===== src/rtl/fp_align_add.sv =====
// fp_align_add: binary32 unpack, magnitude order, iterative align and significand add/sub
// Ports: clk/rst_n (sync active-low); in_valid/in_ready, op_a, op_b, op_sub operand handshake;
// out_valid/out_ready result handshake; sign, carry, exponent, mantissa[24:0], special result fields.
module fp_align_add #(
  parameter int MAX_SHIFT = 24
) (
  input  logic        clk,
  input  logic        rst_n,
  input  logic        in_valid,
  output logic        in_ready,
  input  logic [31:0] op_a,
  input  logic [31:0] op_b,
  input  logic        op_sub,
  output logic        out_valid,
  input  logic        out_ready,
  output logic        sign,
  output logic        carry,
  output logic [7:0]  exponent,
  output logic [24:0] mantissa,
  output logic        special
);
  typedef enum logic [1:0] {IDLE, ALIGN, ADD, HOLD} state_t;
  state_t state;
  logic sign_l, sign_s, spec;
  logic [7:0] exp_l, diff, ea, eb, d;
  logic [23:0] m_l, m_s, ma, mb;
  logic a_big, sb, zero;
  logic [24:0] sum;
  assign ea = op_a[30:23];
  assign eb = op_b[30:23];
  // zero-exponent operands are flushed to zero (no denormals)
  assign ma = (ea != 8'd0) ? {1'b1, op_a[22:0]} : 24'd0;
  assign mb = (eb != 8'd0) ? {1'b1, op_b[22:0]} : 24'd0;
  assign sb = op_b[31] ^ op_sub;
  assign a_big = op_a[30:0] >= op_b[30:0];
  assign d = a_big ? ea - eb : eb - ea;
  // L >= S in magnitude, so the difference never goes negative
  assign sum = (sign_l == sign_s) ? {1'b0, m_l} + {1'b0, m_s} : {1'b0, m_l} - {1'b0, m_s};
  assign zero = (sign_l != sign_s) && (sum == 25'd0);
  always_ff @(posedge clk) begin
    if (!rst_n) begin
      state     <= IDLE;
      in_ready  <= 1'b1;
      out_valid <= 1'b0;
      sign      <= 1'b0;
      carry     <= 1'b0;
      exponent  <= 8'd0;
      mantissa  <= 25'd0;
      special   <= 1'b0;
    end else begin
      case (state)
        IDLE: if (in_valid) begin
          state    <= ALIGN;
          in_ready <= 1'b0;
          sign_l   <= a_big ? op_a[31] : sb;
          sign_s   <= a_big ? sb : op_a[31];
          exp_l    <= a_big ? ea : eb;
          m_l      <= a_big ? ma : mb;
          m_s      <= (d > 8'(MAX_SHIFT)) ? 24'd0 : (a_big ? mb : ma);
          diff     <= (d > 8'(MAX_SHIFT)) ? 8'd0 : d;
          spec     <= (ea == 8'hff) || (eb == 8'hff);
        end
        ALIGN: if (diff != 8'd0) begin
          m_s  <= m_s >> 1;
          diff <= diff - 8'd1;
        end else state <= ADD;
        ADD: begin
          state     <= HOLD;
          out_valid <= 1'b1;
          special   <= spec;
          sign      <= sign_l & (spec | ~zero);
          carry     <= ~spec & sum[24];
          exponent  <= spec ? 8'hff : (zero ? 8'd0 : exp_l);
          mantissa  <= spec ? {1'b0, m_l} : sum;
        end
        HOLD: if (out_ready) begin
          state     <= IDLE;
          out_valid <= 1'b0;
          in_ready  <= 1'b1;
        end
        default: state <= IDLE;
      endcase
    end
  end
endmodule


===== config.mk =====
export PLATFORM = sky130hd
export DESIGN_NAME = fp_align_add
export DESIGN_NICKNAME = d
export VERILOG_FILES = /design/src/rtl/fp_align_add.sv
export SDC_FILE = /design/constraint.sdc
export NUM_CORES = 1
export LEC_CHECK = 0
export ABC_CLOCK_PERIOD_IN_PS = 4420
export BUFFER_PORTS_ARGS = -buffer_cell sky130_fd_sc_hd__clkbuf_2
export CAP_MARGIN = 20
export CORE_ASPECT_RATIO = 1.5
export CORE_MARGIN = 5
export CORE_UTILIZATION = 60
export CTS_BUF_LIST = sky130_fd_sc_hd__clkbuf_8
export DETAILED_ROUTE_END_ITERATION = 10
export MAX_ROUTING_LAYER = met4
export PLACE_DENSITY = 0.87
export SETUP_SLACK_MARGIN = 0.2
export SKIP_CTS_REPAIR_TIMING = 1
export SKIP_LAST_GASP = 1
export SLEW_MARGIN = 15
export SYNTH_ARGS = -nofsm -noshare
export SYNTH_HDL_FRONTEND = slang
export SYNTH_SLANG_ARGS = --single-unit

===== constraint.sdc =====
create_clock -name clk -period 4.42 [get_ports clk]
set_clock_uncertainty 0.1 [all_clocks]
set_input_delay 0.884 -clock clk [delete_from_list [all_inputs] [get_ports clk]]
set_output_delay 0.884 -clock clk [all_outputs]
set_load 0.01 [all_outputs]

==> impl_metrics.tcl, run 1 <==
set metrics [dict create \
    status "complete, no violations" \
    fmax_mhz 229 \
    seq_area_frac_synth 0.322 \
    htree_levels 3 \
    ys_types 74 \
    areaGrowthSynthToFinish_pct 12.8 \
    drt_iter0_markers 637 \
    crit_path_frequent_cell "or4_4" \
    crit_type "register to register" \
    critPathLaunch "m_s[1]" \
    leakage_uw 0.00417 \
    numCtsBuffers 9 \
    synth-seq-cells 106 \
    core-area_um2 14100 \
    slew_violations 0 \
    grt_pass1_wl_mm 38.2 \
    synth_nets 1202 \
    nFillCells 1180 \
    final_common_cell "nand2_1" \
    whs_path_depth 2 \
    r2r-start "m_s[1]" \
    yosys.area.top_type "edfxtp_1" \
    async_flop_share 0 \
    relSlewSlack 0.571 \
    cts_tree "built" \
    die_y_um 157 \
    synthCells 1057 \
    cts_root_buf "clkbuf_8" \
    n_antenna_cell 0 \
    path_buf_inv 3 \
    cts_sinks 106 \
    dp_slack_ns -0.0782 \
    antenna_found_initial 0 \
    dieArea_um2 17000 \
    grt_use_total 0.290 \
    drtAntennaViolNets 0 \
    nNetsFinal 1289 \
    period_needed_ns 4.37 \
    initial_utilization 0.614 \
    chipWidth_um 108 \
    max_stage_delay_ns 0.49 \
    ys_top_cells_by_area "edfxtp_1 23%, ha_1 11%, dfxtp_1 9.0%" \
    endpoint "exponent[7]" \
    crit_required_ns 4.60 \
    portBuffers 106 \
    finalCritPeriodShare 0.988 \
    synth_top_area_share 0.232 \
    dr.pass1.iters 5 \
    clkTransAtPathRegs_ns 0.11 \
    synth.avg_cell_area_um2 8.21 \
    path_max_fanout 5 \
    dpl_cell_area_um2 9430 \
    tightest_slew_ns 0.640 \
    syn_area_um2 8680 \
    hp-class "register to register" \
    ir_drop_v 0.000280 \
    final_hold_viol_count 0 \
    r2r-end "exponent[7]" \
    yosys_warnings 0 \
    rows 53 \
    critPathArrivalTime_ns 4.55 \
    crit_cells 19 \
    design_area_um2 9790 \
    max_cap_viol_count 0 \
    vias 8337 \
    grt_overflow 0 \
    dpl.hpwl_mm 18.9 \
    clockBufferDepth 2 \
    drive_above_1_share 0.173 \
    postRouteWirelength_mm 24.1 \
    endpoint_kind "register" \
    startpoint_type "register" \
    wl_per_cell_um 18.0 \
    fin_ws_ns 0.0535 \
    crit_chain "inv_2, ha_2, nor3b_4, and3b_2, nand2_2, nor3_2, nor2_1, xor2_1, ha_1, and3_4, buf_6, nand4b_1, o31ai_4, or4_4, o311ai_4, or4_4, nor4_4, buf_4, o31ai_1" \
    reg2reg_depth 19 \
    finalSetupViolCount 0 \
    rsz0062_at_grt "yes" \
    r2r_setup_slack_ns 0.05 \
    layout_common_cells "148 x nand2_1, 106 x clkbuf_2, 93 x nor2_1, 73 x o21ai_0, 69 x ha_1" \
    power_density_nw_per_um2 598 \
    cp_top_family "simple AND/OR/NAND/NOR gates" \
    gp_congestion 1.03 \
    synth_edf_count 67 \
    crit_slowest_cell "edfxtp_1" \
    synthFlopType "edfxtp_1" \
    grt_max_degree 83 \
    clkLatencyLatePin_ns 0.39 \
    ioPinCount 107 \
    first_global_vias 7679 \
    route.detailed.drc 0 \
    routed_via_density 6.22 \
]
tightest hold or removal path: stages (launching register included):
cell	delay [ns]
dfxtp_1	0.33
nand2_1	0.05
o31ai_1	0.05
worst min path at each step:
stage | startpoint | to | slack [ns]
after global routing | exponent[1] | exponent[1] | 0.40
after floorplan | exponent[0] | exponent[0] | 0.38
after CTS | exponent[1] | exponent[1] | 0.37
after global placement | exponent[1] | exponent[1] | 0.34
final | exponent[1] | exponent[1] | 0.37
after detailed placement | exponent[1] | exponent[1] | 0.34
cells by family after synthesis:
family,share of synthesized area
flops,0.322
buf+inv,0.0581
xor+xnor,0.0515
fa+ha+maj,0.112
compound gates,0.238
simple gates,0.201
mux,0.0177
metrics by stage:
step | hold slack [ns] | util | setup TNS [ns] | total power (uW) | std cells
final | 0.365 | 0.693 | 0 | 5860 | 1341
after global routing | 0.398 | 0.693 | -0.892 | 6280 | 1341
after CTS | 0.366 | 0.682 | -1.04 | 5650 | 1335
after detailed placement | 0.344 | 0.668 | -0.655 | 5050 | 1319
after global placement | 0.337 | 0.668 | -0.0376 | 5000 | 1319
after floorplan | 0.379 | - | 0 | 4030 | 1057
registers in the layout (all words and copies together) (netlist names), 2 cells and up:
register,cells
exponent,8
m_l,24
state,2
m_s,24
mantissa,24
exp_l,8
diff,8
cells in the mapped netlist (11+ instances only):
| master | number |
|---|---|
| ha_1 | 73 |
| xor2_1 | 25 |
| nor3_1 | 12 |
| o41ai_1 | 30 |
| nor4_1 | 11 |
| mux2i_1 | 12 |
| and2_1 | 11 |
| o21ai_0 | 74 |
| nand4_1 | 12 |
| dfxtp_1 | 39 |
| a211oi_1 | 18 |
| nand2_1 | 150 |
| a21o_1 | 12 |
| o31ai_1 | 11 |
| edfxtp_1 | 67 |
| a21oi_1 | 58 |
| a31oi_1 | 28 |
| nor2_1 | 97 |
| clkbuf_1 | 43 |
| xnor2_1 | 26 |
| o211ai_1 | 20 |
| o21bai_1 | 11 |
| nand3_1 | 36 |
| inv_1 | 57 |
power breakdown:
group          switching [uW]  total, uW  internal (uW)  leakage [uW]
sequential                233       1640           1410      0.000948
clock                     370        604            234      0.000102
combinational            2180       3610           1430       0.00312
total                    2780       5860           3070       0.00417
routing by layer:
layer  part of all wire  vias up  GRT usage
met3              0.066       69     0.0312
met2               0.50      352      0.491
met5                  0        -          -
met1               0.40     3871      0.355
met4              0.038        0      0.111
li1                   -     4045          -
cell type report:
type                    count  area, um^2  area share
clock buffers              10         138      0.0141
clock inverters             6        60.1     0.00613
inverters                  59         221      0.0226
multi-input cells         827        5520       0.563
flip-flops and latches    106        2790       0.285
well taps                 192         240      0.0245
repair buffers            141         826      0.0843
(Power assumes the default switching activity.)
==> inputs of run 2 (changes only) <==
--- a/config.mk
+++ b/config.mk
@@ -5,6 +5,7 @@
 export SDC_FILE = /design/constraint.sdc
 export NUM_CORES = 1
 export LEC_CHECK = 0
+export ABC_AREA = 1
 export ABC_CLOCK_PERIOD_IN_PS = 4420
 export BUFFER_PORTS_ARGS = -buffer_cell sky130_fd_sc_hd__clkbuf_2
 export CAP_MARGIN = 20
==> impl_metrics.tcl, run 2 <==
set metrics [dict create \
    status "complete, no violations" \
    syn_area_um2 8780 \
    final_common_cell "nand2_1" \
    grt_overflow 0 \
    dpl.hpwl_mm 20.6 \
    synth_top_area_share 0.229 \
    gp_congestion 1.08 \
    synthCells 1271 \
    vias 8948 \
    endpoint_kind "register" \
    fin_ws_ns 0.425 \
    first_global_vias 8552 \
    dp_slack_ns 0.110 \
    die_y_um 158 \
    r2r_setup_slack_ns 0.42 \
    clockBufferDepth 2 \
    ir_drop_v 0.000249 \
    yosys.area.top_type "edfxtp_1" \
    chipWidth_um 109 \
    endpoint "exponent[1]" \
    cts_sinks 106 \
    period_needed_ns 4.00 \
    nNetsFinal 1513 \
    setup_tns_ns 0 \
    r2r-start "m_s[0]" \
    rows 54 \
    grt_use_total 0.313 \
    numCtsBuffers 9 \
    leakage_uw 0.00491 \
    rsz0062_at_grt "no" \
    largest_registers "m_l x24, m_s x24, mantissa x24" \
    synth.avg_cell_area_um2 6.91 \
    dr.pass1.iters 6 \
    power_density_nw_per_um2 530 \
    reg2reg_depth 23 \
    startpoint_type "register" \
    cts_root_buf "clkbuf_8" \
    synth_nets 1416 \
    core-area_um2 14500 \
    synth_edf_count 67 \
    grt_max_degree 38 \
    r2r-end "exponent[1]" \
    antenna_found_initial 0 \
    crit_type "register to register" \
    synth-seq-cells 106 \
    wl_per_cell_um 16.4 \
    async_flop_share 0 \
    crit_required_ns 4.59 \
    drtAntennaViolNets 0 \
    ioPinCount 107 \
    slew_violations 0 \
    final_hold_viol_count 0 \
    drt_iter0_markers 669 \
    clkLatencyLatePin_ns 0.39 \
    initial_utilization 0.607 \
    postRouteWirelength_mm 25.7 \
    ys_types 42 \
    synthFlopType "edfxtp_1" \
    portBuffers 106 \
    dieArea_um2 17200 \
    layout_common_cells "397 x nand2_1, 162 x inv_1, 111 x nand3_1, 106 x clkbuf_2, 69 x ha_1" \
    n_antenna_cell 0 \
    areaGrowthSynthToFinish_pct 12.8 \
    max_cap_viol_count 0 \
    critPathLaunch "m_s[0]" \
    finalSetupViolCount 0 \
    route.detailed.drc 0 \
    htree_levels 3 \
    finalCritPeriodShare 0.904 \
    grt_pass1_wl_mm 41.3 \
    hp-class "register to register" \
    fmax_mhz 250 \
    yosys_warnings 0 \
    relSlewSlack 0.314 \
    ys_top_cells_by_area "edfxtp_1 23%, nand2_1 17%, ha_1 10%" \
    cts_tree "built" \
    path_max_fanout 5 \
    routed_via_density 5.70 \
    tightest_slew_ns 1.03 \
    drive_above_1_share 0.148 \
    critPathArrivalTime_ns 4.17 \
    seq_area_frac_synth 0.318 \
    synth_commonest_cells "401 x nand2_1, 161 x inv_1, 113 x nand3_1" \
    clkTransAtPathRegs_ns 0.10 \
    synth_most_common_cell "nand2_1" \
]
==> run 2: cell count changes after synthesis, sizes merged, moves of 11 or more <==
cell,before,now
inv,59,164
a21o,12,1
a211oi,18,0
o41ai,30,0
o22ai,1,48
clkbuf,43,28
xnor2,26,11
o211ai,20,1
o21ai,77,44
nand3,36,114
nand2,150,403
nor2,97,76
nand4,12,25
mux2i,12,0
==> run 2: through the flow <==
stage | power (uW) | instances | area (um^2) | hold slack [ns] | utilization
6_report | 5250 | 1569 | 9910 | 0.372 | 0.685
5_1_grt | 5680 | 1569 | 9910 | 0.401 | 0.685
4_1_cts | 5050 | 1560 | 9670 | 0.374 | 0.669
3_5_place_dp | 4390 | 1544 | 9460 | 0.358 | 0.654
3_3_place_gp | 4350 | 1544 | 9460 | 0.355 | 0.654
2_1_floorplan | 3590 | 1271 | 8780 | 0.390 | -
==> run 2: final cells by class <==
type / count / area, um^2
multi-input cells: 957 / 5310
fillers: 1342 / 4550
flip-flops and latches: 106 / 2790
repair buffers: 127 / 716
inverters: 167 / 627
well taps: 196 / 245
clock buffers: 11 / 151
clock inverters: 5 / 61.3
==> run 2: critical path, stage by stage, from the launching register on <==
cell and delay [ns]:
edfxtp_1 0.44, inv_1 0.12, ha_1 0.16, inv_1 0.06
nor3_2 0.16, nand2_1 0.14, nor3_4 0.29, buf_4 0.16
nor2_1 0.04, xor2_1 0.14, ha_1 0.35, nand2_1 0.14
nor2_2 0.23, nand3_1 0.15, nand3_2 0.14, nand2_1 0.08
nand2_1 0.09, nand3_1 0.16, nor2_1 0.16, nand2_1 0.11
nor2_4 0.15, nand2_1 0.13, nand3_1 0.11, a21oi_1 0.07
==> run 2: cell families (layout without fill, tap and decap cells) <==
group,Yosys count,in the layout,share of synthesized area
and+or+nand+nor,653,654,0.316
adders and majority gates,76,76,0.111
buffers and inverters,209,310,0.0947
xor gates and xnor gates,39,39,0.0389
AOI/OAI and AO/OA,188,188,0.121
DFF,106,106,0.318
==> run 2: worst min-delay path by stage <==
| stage | from | endpoint | slack, ns | cells after the start |
|---|---|---|---|---|
| after detailed placement | exponent[0] | exponent[0] | 0.36 | 2 |
| after global placement | exponent[4] | exponent[4] | 0.35 | 2 |
| after floorplan | exponent[0] | exponent[0] | 0.39 | 2 |
| final | exponent[0] | exponent[0] | 0.37 | 2 |
| after global routing | exponent[6] | exponent[6] | 0.40 | 2 |
| after CTS | exponent[0] | exponent[0] | 0.37 | 2 |
==> run 2: metal layers <==
metal	routed length, um	part of all wire	GRT usage
met1	10000	0.39	0.367
met2	13000	0.51	0.536
met3	1440	0.056	0.0253
met4	1260	0.049	0.152
met5	0	0	-
==> run 2: report_power, final <==
part	total, uW	switching (uW)	internal (uW)
combinational	3060	2020	1030
clock	655	358	297
sequential	1540	180	1360
